**config.mk**
```make
export PLATFORM = sky130hd
export DESIGN_NAME = alu_ctrl_mdu
export DESIGN_NICKNAME = d
export VERILOG_FILES = /design/src/rtl/alu_ctrl_mdu_pkg.sv /design/src/rtl/alu_ctrl_mdu_mdu_iter.sv /design/src/rtl/alu_ctrl_mdu.sv
export SDC_FILE = /design/constraint.sdc
export NUM_CORES = 1
export LEC_CHECK = 0
export ABC_AREA = 0
export ABC_CLOCK_PERIOD_IN_PS = 3260
export CAP_MARGIN = 5
export CORE_MARGIN = 5
export CORE_UTILIZATION = 40
export CTS_BUF_LIST = sky130_fd_sc_hd__clkbuf_4
export DETAILED_ROUTE_END_ITERATION = 6
export PLACE_DENSITY = 0.71
export SKIP_CTS_REPAIR_TIMING = 1
export SYNTH_ARGS = -nofsm -noshare
export SYNTH_HDL_FRONTEND = slang
export SYNTH_SLANG_ARGS = --single-unit
```
**constraint.sdc**
```tcl
create_clock -name clk -period 3.26 [get_ports clk]
set_input_delay 0.652 -clock clk [delete_from_list [all_inputs] [get_ports clk]]
set_output_delay 0.652 -clock clk [all_outputs]
set_load 0.03 [all_outputs]
```
**src/rtl/alu_ctrl_mdu_pkg.sv**
```systemverilog
// Shared encodings for the ALU control decoder and the iterative multiply/divide unit.
// Holds the select codes, alu_op classes, funct codes and the MDU state enum.
package alu_ctrl_mdu_pkg;

    localparam int SEL_CODE_W = 4;

    localparam logic [SEL_CODE_W-1:0] SEL_AND  = 4'b0000;
    localparam logic [SEL_CODE_W-1:0] SEL_OR   = 4'b0001;
    localparam logic [SEL_CODE_W-1:0] SEL_ADD  = 4'b0010;
    localparam logic [SEL_CODE_W-1:0] SEL_SUB  = 4'b0110;
    localparam logic [SEL_CODE_W-1:0] SEL_SLT  = 4'b0111;
    localparam logic [SEL_CODE_W-1:0] SEL_SLTU = 4'b1000;
    localparam logic [SEL_CODE_W-1:0] SEL_NOR  = 4'b1100;
    localparam logic [SEL_CODE_W-1:0] SEL_XOR  = 4'b1101;

    localparam logic [1:0] ALU_OP_ADD   = 2'b00;
    localparam logic [1:0] ALU_OP_SUB   = 2'b01;
    localparam logic [1:0] ALU_OP_RTYPE = 2'b10;
    localparam logic [1:0] ALU_OP_ORI   = 2'b11;

    localparam logic [5:0] FUNCT_MFHI  = 6'b010000;
    localparam logic [5:0] FUNCT_MFLO  = 6'b010010;
    localparam logic [5:0] FUNCT_MULTU = 6'b011001;
    localparam logic [5:0] FUNCT_DIVU  = 6'b011011;
    localparam logic [5:0] FUNCT_ADD   = 6'b100000;
    localparam logic [5:0] FUNCT_ADDU  = 6'b100001;
    localparam logic [5:0] FUNCT_SUB   = 6'b100010;
    localparam logic [5:0] FUNCT_SUBU  = 6'b100011;
    localparam logic [5:0] FUNCT_AND   = 6'b100100;
    localparam logic [5:0] FUNCT_OR    = 6'b100101;
    localparam logic [5:0] FUNCT_XOR   = 6'b100110;
    localparam logic [5:0] FUNCT_NOR   = 6'b100111;
    localparam logic [5:0] FUNCT_SLT   = 6'b101010;
    localparam logic [5:0] FUNCT_SLTU  = 6'b101011;

    typedef enum logic [1:0] {
        ST_IDLE = 2'b00,
        ST_RUN  = 2'b01,
        ST_DONE = 2'b10
    } mdu_state_t;

    function automatic logic [SEL_CODE_W-1:0] rtype_select(input logic [5:0] funct);
        logic [SEL_CODE_W-1:0] code;
        code = SEL_AND;
        case (funct)
            FUNCT_ADD, FUNCT_ADDU: code = SEL_ADD;
            FUNCT_SUB, FUNCT_SUBU: code = SEL_SUB;
            FUNCT_AND:             code = SEL_AND;
            FUNCT_OR:              code = SEL_OR;
            FUNCT_XOR:             code = SEL_XOR;
            FUNCT_NOR:             code = SEL_NOR;
            FUNCT_SLT:             code = SEL_SLT;
            FUNCT_SLTU:            code = SEL_SLTU;
            default:               code = SEL_AND;
        endcase
        return code;
    endfunction

endpackage

```
**src/rtl/alu_ctrl_mdu_mdu_iter.sv**
```systemverilog
// Iterative unsigned multiply (shift-add) / divide (restoring) datapath, one bit per step.
// res_hi/res_lo present the value the partial registers take on the current step.
module mdu_iter
    import alu_ctrl_mdu_pkg::*;
#(
    parameter int WIDTH = 32
) (
    input  logic             clk,
    input  logic             start,
    input  logic             step,
    input  logic             op_div,
    input  logic [WIDTH-1:0] rs_val,
    input  logic [WIDTH-1:0] rt_val,
    output logic [WIDTH-1:0] res_hi,
    output logic [WIDTH-1:0] res_lo
);

    // acc: product upper half / running remainder; aux: multiplier / dividend->quotient
    logic [WIDTH-1:0] acc_q;
    logic [WIDTH-1:0] aux_q;
    logic [WIDTH-1:0] opnd_q;
    logic             div_q;

    logic [WIDTH:0]   mul_sum;
    logic [WIDTH:0]   div_shift;
    logic [WIDTH+1:0] div_diff;
    logic [WIDTH-1:0] acc_next;
    logic [WIDTH-1:0] aux_next;

    always_comb begin
        mul_sum   = {1'b0, acc_q} + (aux_q[0] ? {1'b0, opnd_q} : {(WIDTH+1){1'b0}});
        div_shift = {acc_q, aux_q[WIDTH-1]};
        div_diff  = {1'b0, div_shift} - {2'b00, opnd_q};
        acc_next  = acc_q;
        aux_next  = aux_q;
        if (div_q) begin
            // A non-negative trial difference means the divisor fits: keep it, emit a 1
            if (!div_diff[WIDTH+1]) begin
                acc_next = div_diff[WIDTH-1:0];
                aux_next = {aux_q[WIDTH-2:0], 1'b1};
            end else begin
                acc_next = div_shift[WIDTH-1:0];
                aux_next = {aux_q[WIDTH-2:0], 1'b0};
            end
        end else begin
            acc_next = mul_sum[WIDTH:1];
            aux_next = {mul_sum[0], aux_q[WIDTH-1:1]};
        end
    end

    assign res_hi = acc_next;
    assign res_lo = aux_next;

    always_ff @(posedge clk) begin
        if (start) begin
            acc_q  <= '0;
            aux_q  <= op_div ? rs_val : rt_val;
            opnd_q <= op_div ? rt_val : rs_val;
            div_q  <= op_div;
        end else if (step) begin
            acc_q <= acc_next;
            aux_q <= aux_next;
        end
    end

endmodule

```
**src/rtl/alu_ctrl_mdu.sv**
```systemverilog
// ALU control decoder with an attached iterative MULTU/DIVU unit, its FSM and the
// pipeline interlock that holds MDU and MFHI/MFLO instructions while the unit is busy.
module alu_ctrl_mdu
    import alu_ctrl_mdu_pkg::*;
#(
    parameter int WIDTH = 32,
    parameter int SEL_W = 4
) (
    input  logic             clk,
    input  logic             reset,
    input  logic             valid,
    input  logic [1:0]       alu_op,
    input  logic [5:0]       funct,
    input  logic [WIDTH-1:0] rs_val,
    input  logic [WIDTH-1:0] rt_val,
    output logic [SEL_W-1:0] select,
    output logic             mfhi,
    output logic             mflo,
    output logic             stall,
    output logic             busy,
    output logic             done,
    output logic [WIDTH-1:0] hi,
    output logic [WIDTH-1:0] lo
);

    localparam int CNT_W = $clog2(WIDTH);
    localparam logic [CNT_W-1:0] LAST_CNT = CNT_W'(WIDTH - 1);

    mdu_state_t       state_q;
    mdu_state_t       state_next;
    logic [CNT_W-1:0] cnt_q;
    logic [SEL_CODE_W-1:0] sel_code;
    logic             is_rtype;
    logic             mdu_op;
    logic             accept;
    logic             finish;
    logic [WIDTH-1:0] res_hi;
    logic [WIDTH-1:0] res_lo;

    always_comb begin
        sel_code = SEL_AND;
        case (alu_op)
            ALU_OP_ADD:   sel_code = SEL_ADD;
            ALU_OP_SUB:   sel_code = SEL_SUB;
            ALU_OP_RTYPE: sel_code = rtype_select(funct);
            ALU_OP_ORI:   sel_code = SEL_OR;
            default:      sel_code = SEL_AND;
        endcase
    end

    assign select   = SEL_W'(sel_code);
    assign is_rtype = valid && (alu_op == ALU_OP_RTYPE);
    assign mfhi     = is_rtype && (funct == FUNCT_MFHI);
    assign mflo     = is_rtype && (funct == FUNCT_MFLO);
    assign mdu_op   = is_rtype && ((funct == FUNCT_MULTU) || (funct == FUNCT_DIVU));
    assign accept   = mdu_op && (state_q == ST_IDLE);
    assign finish   = (state_q == ST_RUN) && (cnt_q == LAST_CNT);

    assign busy  = (state_q != ST_IDLE);
    assign done  = (state_q == ST_DONE);
    assign stall = (mdu_op && (state_q != ST_IDLE)) || ((mfhi || mflo) && (state_q == ST_RUN));

    always_comb begin
        state_next = state_q;
        case (state_q)
            ST_IDLE: if (accept) state_next = ST_RUN;
            ST_RUN:  if (finish) state_next = ST_DONE;
            ST_DONE: state_next = ST_IDLE;
            default: state_next = ST_IDLE;
        endcase
    end

    always_ff @(posedge clk) begin
        if (reset) begin
            state_q <= ST_IDLE;
            cnt_q   <= '0;
        end else begin
            state_q <= state_next;
            if (accept) begin
                cnt_q <= '0;
            end else if (state_q == ST_RUN) begin
                cnt_q <= cnt_q + 1'b1;
            end
        end
    end

    // Results become architecturally visible only when the last iteration retires
    always_ff @(posedge clk) begin
        if (reset) begin
            hi <= '0;
            lo <= '0;
        end else if (finish) begin
            hi <= res_hi;
            lo <= res_lo;
        end
    end

    mdu_iter #(
        .WIDTH(WIDTH)
    ) u_mdu_iter (
        .clk   (clk),
        .start (accept),
        .step  (state_q == ST_RUN),
        .op_div(funct == FUNCT_DIVU),
        .rs_val(rs_val),
        .rt_val(rt_val),
        .res_hi(res_hi),
        .res_lo(res_lo)
    );

endmodule

```
==> impl_metrics.env, run 1 <==
export IMPL_status="complete, but fails checks"
export IMPL_violations="setup timing"
export IMPL_yosys_top_cells_count="nand2_1 (257), a21oi_1 (129), dfxtp_1 (103), nor2_1 (102)"
export IMPL_dr_pass1_iters=5
export IMPL_nets=1784
export IMPL_numCtsBuffers=17
export IMPL_powerDensity_nw_per_um2=425
export IMPL_fin_ws_ns=-0.0439
export IMPL_core_sq_um=27900
export IMPL_drive_above_1_share_pct=15.2
export IMPL_clock_sinks=168
export IMPL_ys_seq_area_share_pct=35.2
export IMPL_synth_fp_nets=1549
export IMPL_grt_pass1_vias=10860
export IMPL_yosysWarnings=0
export IMPL_grt_pass1_wl_microns=59100
export IMPL_regToRegSetupSlack_ns=-0.04
export IMPL_dpl_cell_count=1988
export IMPL_die_w_microns=179
export IMPL_antenna_found_initial=1
export IMPL_clock_latency_ns=0.60
export IMPL_worstSetupStartpointType="register"
export IMPL_areaGrowthSynthToFinish_pct=30.0
export IMPL_rsz0062_at_grt="true"
export IMPL_skew_ns=0.0362
export IMPL_ys_ff_latch=168
export IMPL_fp_dieH_microns=179
export IMPL_avgSynthCellArea_sq_um=8.11
export IMPL_critPathMaxFanout=5
export IMPL_wl_microns=38900
export IMPL_setup_violations=2
export IMPL_min_delay_path_depth=2
export IMPL_critPathRequiredTime_ns=3.75
export IMPL_rows=61
export IMPL_synthCells=1406
export IMPL_wire_per_inst_microns=19.1
export IMPL_synth_top_area_share_pct=18.1
export IMPL_async_reset_ff_share_pct=0
export IMPL_finalHoldViolCount=0
export IMPL_r2r_cells=15
export IMPL_port_buffers=147
export IMPL_multi_input_area_sq_um=7110
export IMPL_end_kind="register"
export IMPL_maxCapViolCount=0
export IMPL_grt_overflow=0
export IMPL_final_max_slew_viol_count=0
export IMPL_fin_crit_ns=3.30
export IMPL_synth_cell_type_count=82
export IMPL_arrival_ns=3.80
export IMPL_root_buffer="clkbuf_4"
export IMPL_reg2reg_to="u_mdu_iter.acc_q[19]"
export IMPL_routabilityCongestion=1.00
export IMPL_cts_tree="built"
export IMPL_hold_end="lo[0]"
export IMPL_syn_area_sq_um=11400
export IMPL_first_iter_violations=1157
export IMPL_r2r_start="u_mdu_iter.aux_q[0]"
export IMPL_register_area_sq_um=4010
export IMPL_path_clk_slew_ns=0.16
export IMPL_cts_buffer_depth=2
export IMPL_worstMarginPinSlew_ns=1.00
export IMPL_ys_flop_type="dfxtp_1"
export IMPL_fillers=2666
export IMPL_grt_max_degree=62
export IMPL_hpwl_microns=28900
export IMPL_leakage_nw=6.32
export IMPL_viasPerCell=5.63
export IMPL_hp_class="reg2reg"
export IMPL_die_area_sq_um=32000
export IMPL_relSlewSlack_pct=33.3
export IMPL_start_util_pct=40.8
export IMPL_synth_area_leaders="dfxtp_1 (18%), edfxtp_1 (17%), nand2_1 (8.5%)"
export IMPL_fmax_mhz=303
export IMPL_route_detailed_drc=0
export IMPL_timing_final_crit_share_pct=101
export IMPL_vdd_drop_max_uv=263
export IMPL_yosysMostFrequentCell="nand2_1"
export IMPL_fin_cells=2033
export IMPL_io_pins=148
export IMPL_grt_use_total_pct=23.5
export IMPL_finalCoreUtilization_pct=53.1
export IMPL_ant_nets=0
export IMPL_worstSetupPathType="reg2reg"
export IMPL_htreeDepth=4
export IMPL_synth_edf_count=65
export IMPL_vias=11445
export IMPL_hp_start="lo[0]"
export IMPL_synth_top_area_cell="dfxtp_1"
-- flip-flops by register name, summed over array words and instances (netlist names) --
| register | count |
|---|---|
| hi | 32 |
| lo | 32 |
| u_mdu_iter.div_q | 1 |
| u_mdu_iter.acc_q | 32 |
| u_mdu_iter.opnd_q | 32 |
| u_mdu_iter.aux_q | 32 |
| cnt_q | 5 |
| state_q | 2 |
-- cell usage in the layout (no fill, tap or decap), drive strengths merged, types with 31 or more instances in the layout --
master,n
a211oi,41
a21o,31
a21oi,130
and2,38
and3,40
buf,152
clkdlybuf4s50,144
dfxtp,103
edfxtp,65
ha,66
inv,59
mux2i,40
nand2,259
nor2,102
o21ai,74
xnor2,31
-- critical path, cell delays in order, from the launching register on --
cell      delay [ns]
edfxtp_1        0.44
buf_4           0.19
buf_6           0.13
and2_1          0.13
ha_1            0.29
buf_4           0.13
a21oi_2         0.06
o211ai_1        0.32
a21oi_2         0.17
buf_6           0.17
o311a_4         0.38
o221ai_2        0.16
nand2_1         0.11
xor2_2          0.21
a21oi_1         0.10
a22o_1          0.21
-- per-stage QoR --
step | power (mW) | cell area [sq um] | setup TNS [ns] | hold WS [ns] | setup WS, ns
global placement | 4.87 | 14100 | -0.209 | 0.445 | -0.142
CTS | 6.15 | 14400 | -0.407 | 0.484 | -0.166
finish | 6.30 | 14800 | -0.0440 | 0.478 | -0.0439
global route | 6.63 | 14800 | -0.674 | 0.507 | -0.0983
floorplan | 3.91 | 11400 | 0 | 0.441 | 0.0102
detailed placement | 4.88 | 14100 | -0.318 | 0.459 | -0.143
-- how the worst max path moves through the flow --
stage	cells after the start	startpoint	slack (ns)	end
after floorplan	13	u_mdu_iter.aux_q[0]	0.01	hi[31]
after global placement	12	u_mdu_iter.aux_q[0]	-0.14	hi[25]
after detailed placement	12	u_mdu_iter.aux_q[0]	-0.14	hi[25]
after CTS	12	u_mdu_iter.aux_q[0]	-0.17	hi[25]
after global routing	14	u_mdu_iter.aux_q[0]	-0.1	hi[21]
final	15	u_mdu_iter.aux_q[0]	-0.04	u_mdu_iter.acc_q[19]
-- metal layers --
metal / part of all wire [%] / global-route usage (%)
met1: 45 / 33.7
met2: 44 / 35.9
met3: 8.3 / 4.37
met4: 2.2 / 7.00
met5: 0 / 0
-- kinds of logic (layout without fill, tap and decap cells) --
family,Yosys count,in the layout,share of synthesized area (%)
mux,49,49,4.40
buf+inv,135,383,4.66
other cells,0,1,0
simple gates,539,539,21.6
compound gates,391,391,22.3
fa+ha+maj,68,68,7.59
flops,168,168,35.2
xor+xnor,56,56,4.30
-- power breakdown --
part | leakage (nW) | total (mW) | switching [mW] | internal, mW
clock | 0.151 | 1.29 | 0.934 | 0.351
sequential | 1.43 | 2.42 | 0.146 | 2.27
combinational | 4.74 | 2.59 | 1.38 | 1.21
total | 6.32 | 6.30 | 2.46 | 3.83
-- area by class of cell --
class | instances | area share (%)
clock buffers | 17 | 0.861
well taps | 378 | 3.19
flip-flops and latches | 168 | 27.1
diodes | 1 | 0.0169
multi-input cells | 1103 | 48.0
inverters | 52 | 1.32
repair buffers | 299 | 18.5
clock inverters | 15 | 1.05
Note: power is estimated with default switching activity, not from simulation.
==> run 2, diff against run 1 <==
- CORE_MARGIN: 5 -> 3
==> run 2 against run 1 <==
Against the previous run: the run still ends with setup timing left; cell area hardly changed; combinational power is 2% higher; cell count is 0.59% higher; fmax is 0.85% higher; critical path type unchanged; largest cell class unchanged; largest power group unchanged.
==> impl_metrics.env, run 2 (same netlist as run 1, synthesis figures left out) <==
export IMPL_core_sq_um=27900
export IMPL_rows=61
export IMPL_combPwrFrac_pct=42.0
export IMPL_fillers=2657
export IMPL_regToRegSetupSlack_ns=-0.02
export IMPL_cp_common_cell="nor3_1"
export IMPL_final_max_slew_viol_count=0
export IMPL_status="complete, but fails checks"
export IMPL_seq_power_share_pct=38.1
export IMPL_multi_input_area_sq_um=7040
export IMPL_die_area_sq_um=30600
export IMPL_numCtsBuffers=17
export IMPL_first_iter_violations=1104
export IMPL_end_kind="register"
export IMPL_clock_sinks=168
export IMPL_register_area_sq_um=4010
export IMPL_switchingPower_mw=2.42
export IMPL_grt_pass1_wl_microns=58900
export IMPL_finalHoldViolCount=0
export IMPL_htreeDepth=4
export IMPL_maxCapViolCount=0
export IMPL_critPathMaxFanout=22
export IMPL_leakage_nw=6.37
export IMPL_wire_per_inst_microns=18.5
export IMPL_final_cell_mix="nand2_1 (257), buf_4 (155), clkdlybuf4s50_1 (142)"
export IMPL_crit_family="simple AND/OR/NAND/NOR gates"
export IMPL_skew_ns=0.0395
export IMPL_path_cells="buf_8 > and2_1 > ha_1 > nand2_1 > or4_4 > a311oi_4 > nor2_2 > buf_4 > o21bai_1 > xor2_1 > nor3_1 > nor3_1"
export IMPL_viasPerCell=5.54
export IMPL_port_buffers=147
export IMPL_critPathRequiredTime_ns=3.75
export IMPL_drive_above_1_share_pct=15.1
export IMPL_vdd_drop_max_uv=262
export IMPL_wl_microns=37900
export IMPL_clkPwrFrac_pct=19.9
export IMPL_powerDensity_nw_per_um2=425
export IMPL_holdWs_ns=0.477
export IMPL_grt_pass1_vias=10712
export IMPL_arrival_ns=3.77
export IMPL_die_w_microns=175
export IMPL_fp_dieH_microns=175
export IMPL_fin_crit_ns=3.28
export IMPL_clock_latency_ns=0.60
export IMPL_hp_class="reg2reg"
export IMPL_worstSetupPathType="reg2reg"
export IMPL_root_buffer="clkbuf_4"
export IMPL_path_clk_slew_ns=0.18
export IMPL_cts_tree="built"
export IMPL_path_buf_inv=2
export IMPL_io_pins=148
export IMPL_nets=1795
export IMPL_grt_overflow=0
export IMPL_setup_violations=1
export IMPL_ant_nets=0
export IMPL_cts_buffer_depth=2
export IMPL_swShare_pct=38.5
export IMPL_antenna_found_initial=1
export IMPL_route_detailed_drc=0
export IMPL_worstSetupStartpointType="register"
export IMPL_crit_path_max_incr_delay_ns=0.52
export IMPL_vias=11333
export IMPL_timing_final_crit_share_pct=100
export IMPL_slowest_stage="or4_4"
export IMPL_p_int_mw=3.87
export IMPL_layout_commonest_cell="nand2_1"
export IMPL_worstMarginPinSlew_ns=0.887
export IMPL_grt_max_degree=63
export IMPL_start_util_pct=40.8
export IMPL_dr_pass1_iters=7
export IMPL_violations="setup timing"
export IMPL_grt_use_total_pct=24.1
export IMPL_relSlewSlack_pct=40.9
export IMPL_areaGrowthSynthToFinish_pct=29.9
export IMPL_hpwl_microns=28300
export IMPL_rsz0062_at_grt="true"
export IMPL_fmax_mhz=305
export IMPL_routabilityCongestion=0.994
export IMPL_pre_cts_ws_ns=-0.337
export IMPL_fin_ws_ns=-0.0160
export IMPL_fin_tns_setup_ns=-0.0160
run 2: changes by cell type in the layout (fill, tap and decap cells not counted), moves of 3 or more:
cell and change:
buf_4 +14, ha_1 +5, ha_4 -4, nor3_1 +3, nor3_2 -3
run 2: final timing paths:
path,start,depth (start not counted),endpoint
hold / removal,hi[28],2,hi[28]
hold reg to reg,hi[28],2,hi[28]
setup / recovery,u_mdu_iter.aux_q[0],12,hi[23]
setup reg to reg,u_mdu_iter.aux_q[0],12,hi[23]
run 2: power groups by stage:
stage               clock network [mW]  registers, mW  logic (mW)
floorplan                            0           2.40        1.51
global placement                     0           2.44        2.47
detailed placement                   0           2.43        2.48
CTS                               1.27           2.39        2.49
global route                      1.35           2.41        2.88
finish                            1.25           2.40        2.64
run 2: tightest hold or removal path, cell delays in order, from the launching register on:
cell and delay, ns:
dfxtp_1 0.34, nand3_1 0.06, o21ai_1 0.05
run 2: cell type report:
cell class	instances	area share (%)
antenna	2	0.0338
clock buffer	17	0.862
clock inverter	15	1.03
inverter	52	1.32
multi-input combinational	1104	47.6
sequential	168	27.1
tap	378	3.19
timing repair buffer	309	18.9
run 2: routing by layer:
metal | vias up | global-route usage, % | routed length, microns
met5 | - | 0 | 0
met4 | 0 | 6.45 | 862
met3 | 59 | 5.08 | 3150
met2 | 429 | 37.1 | 16900
met1 | 5330 | 34.3 | 17000
li1 | 5515 | - | -
run 2: metrics by stage:
stage / instance area, sq um / std cells / util [%] / power (mW)
after detailed placement: 14200 / 2001 / 51.0 / 4.91
after global placement: 14200 / 2001 / 51.0 / 4.91
final: 14800 / 2045 / 53.0 / 6.30
after floorplan: 11400 / 1406 / - / 3.91
after global routing: 14800 / 2045 / 53.0 / 6.64
after CTS: 14500 / 2033 / 52.0 / 6.15
